## src/rtl/bus_bridge.sv

```systemverilog
// bus_bridge: connects the CPU data port to data RAM and to a small device bus.
// It also holds the board I/O registers: debounced switches, sticky button flags
// and a free-running timer.
//
// Ports
//   clk, rst_n         single clock; asynchronous active-low reset
//   cpu_addr/we/wdata  CPU data access (cpu_we is a one-cycle store strobe)
//   cpu_rdata          combinational load data (RAM or I/O register)
//   dram_we            data-RAM write enable, combinational, RAM region only
//   dram_rdata         data-RAM read data
//   dv_wr_e            one-cycle device-bus write strobe, one per I/O store
//   dv_addr            device-bus offset, held between strobes
//   data_fromcpu       device-bus write data, held between strobes
//   sw[23:0]           raw asynchronous switches
//   btn[4:0]           raw asynchronous active-high buttons
//
// Address map: cpu_addr[31:12] == 20'hFFFFF selects I/O, and cpu_addr[11:0] is
// the offset inside that region. Every other address goes to RAM.

// bus_bridge_debounce: a 2-flop synchronizer followed by a whole-vector
// debouncer. The output loads the candidate once the synchronized input has
// matched that candidate long enough for the counter to reach DB_CYC-1.
// db_next is the value db will take at the next edge, so the caller can
// detect edges in the same cycle.
module bus_bridge_debounce #(
  parameter int unsigned W      = 1,
  parameter logic [19:0] DB_CYC = 20'd1_000_000
) (
  input  logic         clk,
  input  logic         rst_n,
  input  logic [W-1:0] raw,
  output logic [W-1:0] db,
  output logic [W-1:0] db_next
);

  localparam logic [19:0] DB_LAST = DB_CYC - 20'd1;

  logic [W-1:0] meta;
  logic [W-1:0] sync;
  logic [W-1:0] cand;
  logic [W-1:0] cand_next;
  logic [19:0]  cnt;
  logic [19:0]  cnt_next;

  // Two-stage synchronizer. Nothing downstream sees the raw input directly.
  always_ff @(posedge clk or negedge rst_n) begin
    if (!rst_n) begin
      meta <= '0;
      sync <= '0;
    end else begin
      meta <= raw;
      sync <= meta;
    end
  end

  // Any change restarts the stability count on the new candidate.
  // A stable input counts up and saturates at DB_LAST.
  // db loads on the cycle the count arrives at DB_LAST.
  // When DB_LAST is 0, the count is already there when the candidate changes,
  // so db follows at that same edge.
  always_comb begin
    cand_next = cand;
    cnt_next  = cnt;
    db_next   = db;
    if (sync != cand) begin
      cand_next = sync;
      cnt_next  = '0;
      if (DB_LAST == 20'd0) db_next = sync;
    end else if (cnt != DB_LAST) begin
      cnt_next = cnt + 20'd1;
      if (cnt + 20'd1 == DB_LAST) db_next = cand;
    end else begin
      db_next = cand;
    end
  end

  // Debouncer state register.
  always_ff @(posedge clk or negedge rst_n) begin
    if (!rst_n) begin
      cand <= '0;
      cnt  <= '0;
      db   <= '0;
    end else begin
      cand <= cand_next;
      cnt  <= cnt_next;
      db   <= db_next;
    end
  end

endmodule

module bus_bridge #(
  parameter logic [11:0] LEDADDR = 12'h060,
  parameter logic [11:0] SWADDR  = 12'h070,
  parameter logic [11:0] BTNADDR = 12'h078,
  parameter logic [11:0] TMRADDR = 12'h020,
  parameter logic [19:0] DB_CYC  = 20'd1_000_000
) (
  input  logic        clk,
  input  logic        rst_n,
  input  logic [31:0] cpu_addr,
  input  logic        cpu_we,
  input  logic [31:0] cpu_wdata,
  output logic [31:0] cpu_rdata,
  output logic        dram_we,
  input  logic [31:0] dram_rdata,
  output logic        dv_wr_e,
  output logic [11:0] dv_addr,
  output logic [31:0] data_fromcpu,
  input  logic [23:0] sw,
  input  logic [4:0]  btn
);

  logic        io_sel;
  logic        io_wr;
  logic [11:0] io_off;
  logic [23:0] sw_db;
  logic [23:0] sw_db_next;
  logic [4:0]  btn_db;
  logic [4:0]  btn_db_next;
  logic [4:0]  btn_rise;
  logic [4:0]  btn_clr;
  logic [4:0]  btn_flag;
  logic [31:0] timer;

  assign io_sel  = (cpu_addr[31:12] == 20'hFFFFF);
  assign io_off  = cpu_addr[11:0];
  assign io_wr   = cpu_we & io_sel;
  assign dram_we = cpu_we & ~io_sel;

  bus_bridge_debounce #(.W(24), .DB_CYC(DB_CYC)) u_sw_db (
    .clk     (clk),
    .rst_n   (rst_n),
    .raw     (sw),
    .db      (sw_db),
    .db_next (sw_db_next)
  );

  bus_bridge_debounce #(.W(5), .DB_CYC(DB_CYC)) u_btn_db (
    .clk     (clk),
    .rst_n   (rst_n),
    .raw     (btn),
    .db      (btn_db),
    .db_next (btn_db_next)
  );

  // Device-bus write port. Each I/O store makes a single-cycle strobe.
  // Address and data change only when a new store is captured.
  // Because the strobe is rebuilt from io_wr on every edge, back-to-back stores
  // give back-to-back pulses.
  always_ff @(posedge clk or negedge rst_n) begin
    if (!rst_n) begin
      dv_wr_e      <= 1'b0;
      dv_addr      <= '0;
      data_fromcpu <= '0;
    end else begin
      dv_wr_e <= io_wr;
      if (io_wr) begin
        dv_addr      <= io_off;
        data_fromcpu <= cpu_wdata;
      end
    end
  end

  // A flag sets on the same edge its debounced button rises.
  // Writing 1s to BTNADDR clears flags.
  // The rise is ORed in after the clear, so a press on the clearing edge is
  // not lost.
  assign btn_rise = btn_db_next & ~btn_db;
  assign btn_clr  = (io_wr && io_off == BTNADDR) ? cpu_wdata[4:0] : 5'd0;

  always_ff @(posedge clk or negedge rst_n) begin
    if (!rst_n) btn_flag <= '0;
    else        btn_flag <= (btn_flag & ~btn_clr) | btn_rise;
  end

  // Free-running timer that wraps naturally. A store to TMRADDR loads the timer,
  // and the load takes priority over the increment.
  always_ff @(posedge clk or negedge rst_n) begin
    if (!rst_n)                          timer <= '0;
    else if (io_wr && io_off == TMRADDR) timer <= cpu_wdata;
    else                                 timer <= timer + 32'd1;
  end

  // Load mux. This is purely combinational on the current register values, so
  // a store in the same cycle still reads the old contents.
  // The LED register is write-only here and reads back as zero.
  always_comb begin
    cpu_rdata = 32'b0;
    if (!io_sel) begin
      cpu_rdata = dram_rdata;
    end else begin
      case (io_off)
        SWADDR:  cpu_rdata = {8'b0, sw_db};
        BTNADDR: cpu_rdata = {27'b0, btn_flag};
        TMRADDR: cpu_rdata = timer;
        LEDADDR: cpu_rdata = 32'b0;
        default: cpu_rdata = 32'b0;
      endcase
    end
  end

endmodule

```

## config.mk

```make
export PLATFORM = sky130hd
export DESIGN_NAME = bus_bridge
export DESIGN_NICKNAME = d
export VERILOG_FILES = /design/src/rtl/bus_bridge.sv
export SDC_FILE = /design/constraint.sdc
export NUM_CORES = 1
export LEC_CHECK = 0
export BUFFER_PORTS_ARGS = -buffer_cell sky130_fd_sc_hd__buf_2
export CORE_MARGIN = 5
export CORE_UTILIZATION = 59
export CTS_CLUSTER_DIAMETER = 30
export CTS_CLUSTER_SIZE = 30
export DETAILED_ROUTE_END_ITERATION = 8
export HOLD_SLACK_MARGIN = 0.1
export PLACE_DENSITY = 0.94
export SLEW_MARGIN = 20
export SYNTH_ARGS = -nofsm -noshare
export SYNTH_HDL_FRONTEND = slang
export SYNTH_SLANG_ARGS = --single-unit
export TNS_END_PERCENT = 30
```

## constraint.sdc

```tcl
create_clock -name clk -period 4.15 [get_ports clk]
set_input_delay 0.415 -clock clk [delete_from_list [all_inputs] [get_ports clk]]
set_output_delay 0.415 -clock clk [all_outputs]
set_load 0.02 [all_outputs]
```

==> Yosys cells after proc, flatten, opt, wreduce, memory -nomap -nowiden <==
Index checks and enable logic that the tools add are counted.
W data, S select, Z words.
{ "op_classes": {"n_addsub": 3, "n_mul": 0, "div": 0, "n_lt_le_gt_ge": 0, "eq_ne": 11, "shifts": 0, "n_mux": 13, "bitwise_logic": 9, "n_reduce_logical": 5} }
{ "ops": {"columns": ["op", "count"], "rows": [
  ["$pmux W32 S3", 1],
  ["$mux W20", 4],
  ["$mux W32", 2],
  ["$eq A20 B20 Y1 const B", 3],
  ["$mux W24", 2],
  ["$add A20 B1 Y20 const B", 2],
  ["$ne A20 B20 Y1 const B", 2],
  ["$add A32 B1 Y32 const B", 1],
  ["$eq A12 B7 Y1 const B", 2],
  ["$ne A24 B24 Y1", 1],
  ["$mux W5", 4],
  ["$eq A12 B6 Y1 const B", 1],
  ["$and A5 B5 Y5", 2],
  ["$not A5 Y5", 2],
  ["$ne A5 B5 Y1", 1],
  ["$or A5 B5 Y5", 1],
  ["$reduce_bool A2 Y1", 2],
  ["$and A1 B1 Y1", 2],
  ["$logic_and A1 B1 Y1", 2],
  ["$ne A2 B2 Y1 const B", 1],
  ["$not A1 Y1", 2],
  ["$reduce_and A2 Y1", 1]
]} }
{ "totals": {"ff_bits": 238, "latch_bits": 0, "ram_bits": 0, "mem_bits_ro": 0, "in_bits": 128, "wordCells": 56, "mem_count": 0} }

==> Longest topological paths before layout <==
{ "logic_depth": {"word_depth": 7, "depth_mapped": 10, "mapped_depth_nobuf": 8} }

==> Hierarchy <==
A second synthesis with hierarchy kept.
{ "hier_totals": {"cells_unflattened": 1047, "area_unflattened_um2": 10872.9} }
{ "by_module_without_submodules": {"columns": ["module", "n_inst", "cells_each", "area_each_um2", "seq_area_each_um2"], "rows": [
  ["bus_bridge", 1, 558, 4489.3, 2052.0],
  ["bus_bridge_debounce at u_sw_db", 1, 311, 4385.5, 2902.8],
  ["bus_bridge_debounce at u_btn_db", 1, 178, 1998.2, 1001.0]
]} }

==> Least setup slack after synthesis <==
OpenSTA, ideal clock, no wires.
{ "synth_timing": {"kind": "input-to-output", "startpoint": "input port cpu_addr[9]", "endpoint": "output port cpu_rdata[14]", "arrival_ns": 2.385, "setup_slack_ns": 1.350, "stages": 6, "path_cell_list": "nor4_1 nand4b_1 nor3_1 clkbuf_1 a22oi_1 o21ai_0"} }
{ "synth_between": {"elab_chain_cells": 3, "elab_cells_between_ends": 5} }
{ "synth_lines": {"columns": ["item", "line", "source"], "rows": [
  ["start: declaration", "101", "input logic [31:0] cpu_addr,"],
  ["$eq A12 B6 Y1 / $eq A12 B7 Y1 (equally long branches)", "193", "case (io_off)"],
  ["$pmux W32 S3 *", "193", null],
  ["$mux W32 *", "190", "if (!io_sel) begin"],
  ["end: declaration", "104", "output logic [31:0] cpu_rdata,"]
]} }
Every way passes the cells marked *; elsewhere a longest branch is shown, timed or not.

==> Worst setup path after layout <==
{ "layout_timing": {"startpoint": "input port cpu_addr[9]", "endpoint": "output port cpu_rdata[16]"} }
Same word-level chain as after synthesis.

==> flow_summary.yaml <==
route:
  post_drt_wl_per_cell_um: 19.8
  drt-initial-drc-count: 702
  post_drt_via_cell_ratio: 5.78
  antenna_left: 0
  routed_wl_mm: 27.7
  dr_total_vias: 8115
  detailedRoute.firstPassIterationCount: 8
  route.detailed.drc: 0
finish:
  drive_gt1_share_pct: 31.7
  antenna_diode_count: 0
  design.final.nets: 1281
  area_growth_pct: 27.1
  layout_commonest_cell: "sky130_fd_sc_hd__dfrtp_1"
  layout.cells.most_common_list: "sky130_fd_sc_hd__dfrtp_1 (238), sky130_fd_sc_hd__buf_2 (204), sky130_fd_sc_hd__nor2_1 (87), sky130_fd_sc_hd__nand2_1 (74), sky130_fd_sc_hd__mux2_2 (59)"
  finish.cell_count_without_fillers: 1403
synthesis:
  postSynthCellCount: 923
  synth.ff_latch_count: 238
  post_synth_num_cell_types: 51
  synth_warnings: 0
  synth_async_sr_flop_share_pct: 100
  postSynthNetCount: 1056
  yosysSeqAreaShare_pct: 57.5
  synth_enable_flop_cells: 0
  mappedNetlistArea_mm2: 0.0104
  post_synth.cell_area_avg_um2: 11.2
  ys_dominant_reg_cell: "sky130_fd_sc_hd__dfrtp_1"
sta:
  timing.final.crit_period_ns: 3.22
  fin_setup_tns_ns: 0
  worst_slew_pin_slew_ns: 0.883
  unrepaired_setup_endpoints_after_global_routing: "false"
  slew_headroom_pct: 41.1
  fin_worst_skew_ns: 0.0209
  finalHoldViolCount: 0
  hold_slack_ns: 0.162
  finalMaxSlewViolations: 0
  number_of_endpoints_failing_setup_at_the_final_stage: 0
  clock.fmax_mhz: 310
  fin_crit_sh_pct: 77.7
worst_setup_path:
  crit_top_cell: "sky130_fd_sc_hd__buf_2"
  critical_path.top_delay_family: "simple AND/OR/NAND/NOR gates"
  crit_chain: "buf_2 -> nor4_1 -> nand4b_1 -> nor4_2 -> o21bai_1 -> buf_4 -> o21ai_0 -> buf_2"
  worstSetupEndpointType: "output pin"
  critical_path.reg2reg.endpoint: "u_sw_db.db[0]"
  crit_path_max_incr_delay_ns: 0.64
  worst_path_max_delay_cell: "sky130_fd_sc_hd__nor4_2"
  cp-start-kind: "primary input"
  crit_fanout: 13
  r2r_start: "u_sw_db.cnt[1]"
  worst-setup-path-type: "primary input to output pin"
  cp_data_arrival_time_ns: 2.81
  worstPathRequired_ns: 3.73
  setup.reg_to_reg.worst_slack_ns: 0.98
  worst_r2r_path_cells: 8
  timing.critical_path.buf_inv: 3
power:
  power.ir.vdd_worst_mv: 0.429
  power.density_cell_area_mw_per_mm2: 442
  leakage_nw: 6.21
clocking:
  clk_pin_slew_worst_paths_ns: 0.05
  clockBufferDepth: 3
  clock_sinks: 238
  clock_insertion_delay_worst_skew_ns: 0.51
  tritoncts_clock_tree: "done"
  cts-hold-fix-buffers: 30
  clockRootBuffer: "sky130_fd_sc_hd__clkbuf_16"
  post-cts-setup-buffer-count: 0
  cts_buffers: 39
  h-tree-depth: 2
  ctsResizeCount: 0
min_path:
  worst_hold_end: "data_fromcpu[19]"
  worstHoldPathCells: 2
  hold_path_startpoint: "cpu_wdata[19]"
  hold_path_class: "primary input to flop"
placement:
  port-buffer-count: 205
  hpwl_mm: 17.9
  gp_congestion: 0.971
  numPlacedInstances: 1302
floorplanning:
  start_util_pct: 60.1
  std_cell_rows: 48
  core_mm2: 0.0172
  vertical_die_dimension_um: 142
  die-area_mm2: 0.0203
  design.portCount: 206
  die_width_um: 142
global_route:
  grt_max_degree: 120
  number_of_global_route_vias_before_repair: 8470
  grt_overflow_total: 0
  grt_usage_pct: 27.3
  grt_first_pass_wirelength_mm: 43.9
  grt_antenna_before_repair: 1
job:
  timing.max_cap.violations: 0
run_status:
  status: "finished clean"
==> cells by family (layout without fill, tap and decap cells) <==
logic type	after synthesis	count (layout)	synth area share [%]
compound gates	131	131	7.77
mux	81	81	9.51
simple gates	292	292	13.5
xor+xnor	94	94	7.95
fa+ha+maj	5	5	0.604
buf+inv	82	337	3.17
flops	238	238	57.5
==> layout make-up <==
type	count	area (um^2)
multi-input cells	603	4100
well taps	225	282
clock inverters	23	238
fillers	1059	4070
flip-flops and latches	238	5960
clock buffers	48	1080
repair buffers	246	1430
inverters	20	75.1
==> Yosys cell counts, types with 2 or more instances <==
cell type | count | area (um^2)
sky130_fd_sc_hd__a22oi_1 | 24 | 180
sky130_fd_sc_hd__nand2_1 | 75 | 282
sky130_fd_sc_hd__o22ai_1 | 2 | 12.5
sky130_fd_sc_hd__and4_1 | 4 | 35.0
sky130_fd_sc_hd__nor3_1 | 19 | 95.1
sky130_fd_sc_hd__and2_1 | 2 | 12.5
sky130_fd_sc_hd__a211oi_1 | 3 | 22.5
sky130_fd_sc_hd__or3_1 | 2 | 12.5
sky130_fd_sc_hd__nor2b_1 | 3 | 18.8
sky130_fd_sc_hd__buf_6 | 2 | 22.5
sky130_fd_sc_hd__dfrtp_1 | 238 | 5960
sky130_fd_sc_hd__or4_1 | 2 | 15.0
sky130_fd_sc_hd__a21oi_1 | 39 | 195
sky130_fd_sc_hd__and4b_1 | 2 | 20.0
sky130_fd_sc_hd__xnor2_1 | 56 | 490
sky130_fd_sc_hd__nor4_2 | 2 | 25.0
sky130_fd_sc_hd__nand3_1 | 34 | 170
sky130_fd_sc_hd__nor4_1 | 12 | 75.1
sky130_fd_sc_hd__nor2_1 | 88 | 330
sky130_fd_sc_hd__mux2_2 | 59 | 664
sky130_fd_sc_hd__clkbuf_1 | 58 | 218
sky130_fd_sc_hd__a31oi_1 | 3 | 18.8
sky130_fd_sc_hd__xor2_1 | 38 | 333
sky130_fd_sc_hd__and3_1 | 10 | 62.6
sky130_fd_sc_hd__nand4_1 | 21 | 131
sky130_fd_sc_hd__ha_1 | 5 | 62.6
sky130_fd_sc_hd__nand2b_1 | 11 | 68.8
sky130_fd_sc_hd__mux2i_1 | 2 | 20.0
sky130_fd_sc_hd__inv_1 | 20 | 75.1
sky130_fd_sc_hd__o21ai_0 | 47 | 235
sky130_fd_sc_hd__mux2_4 | 20 | 300
==> state kept, by name, summed over array words and instances, names as in the netlist, 12 cells and up <==
name,flops
u_sw_db.cnt,20
u_sw_db.sync,24
u_btn_db.cnt,20
u_sw_db.cand,24
u_sw_db.db,24
timer,32
data_fromcpu,32
dv_addr,12
u_sw_db.meta,24
==> worst max path at each step <==
stage                    from              to  slack [ns]  cells after the start
6_report          cpu_addr[9]   cpu_rdata[16]        0.93                      8
5_1_grt           cpu_addr[9]   cpu_rdata[21]        0.62                      8
4_1_cts           cpu_addr[9]   cpu_rdata[13]        0.96                      8
3_5_place_dp      cpu_addr[9]   cpu_rdata[13]        1.04                      8
3_3_place_gp   u_sw_db.cnt[0]  u_sw_db.db[23]        1.20                      8
2_1_floorplan     cpu_addr[9]   cpu_rdata[14]        1.35                      6
==> report_power, final <==
part / switching (W) / internal [W]
sequential: 0.0000303 / 0.00237
clock: 0.00113 / 0.00206
combinational: 0.000131 / 0.000103
total: 0.00129 / 0.00453
==> metrics by stage <==
stage	util [%]	power (W)	setup slack, ns	instance area (um^2)
finish	76.4	0.00582	0.925	13200
global route	76.4	0.00600	0.622	13200
CTS	76.3	0.00586	0.965	13200
detailed placement	66.9	0.00265	1.04	11500
global placement	66.9	0.00264	1.20	11500
floorplan	-	0.00250	1.35	10400
==> layer usage <==
layer / vias to the layer above / wire, um / GRT usage [%]
met2: 413 / 14200 / 48.2
met3: 87 / 2110 / 4.94
met5: - / 11 / 0
met4: 2 / 967 / 12.1
li1: 3634 / - / -
met1: 3979 / 10500 / 32.7
Power figures use the tool's default switching activity.
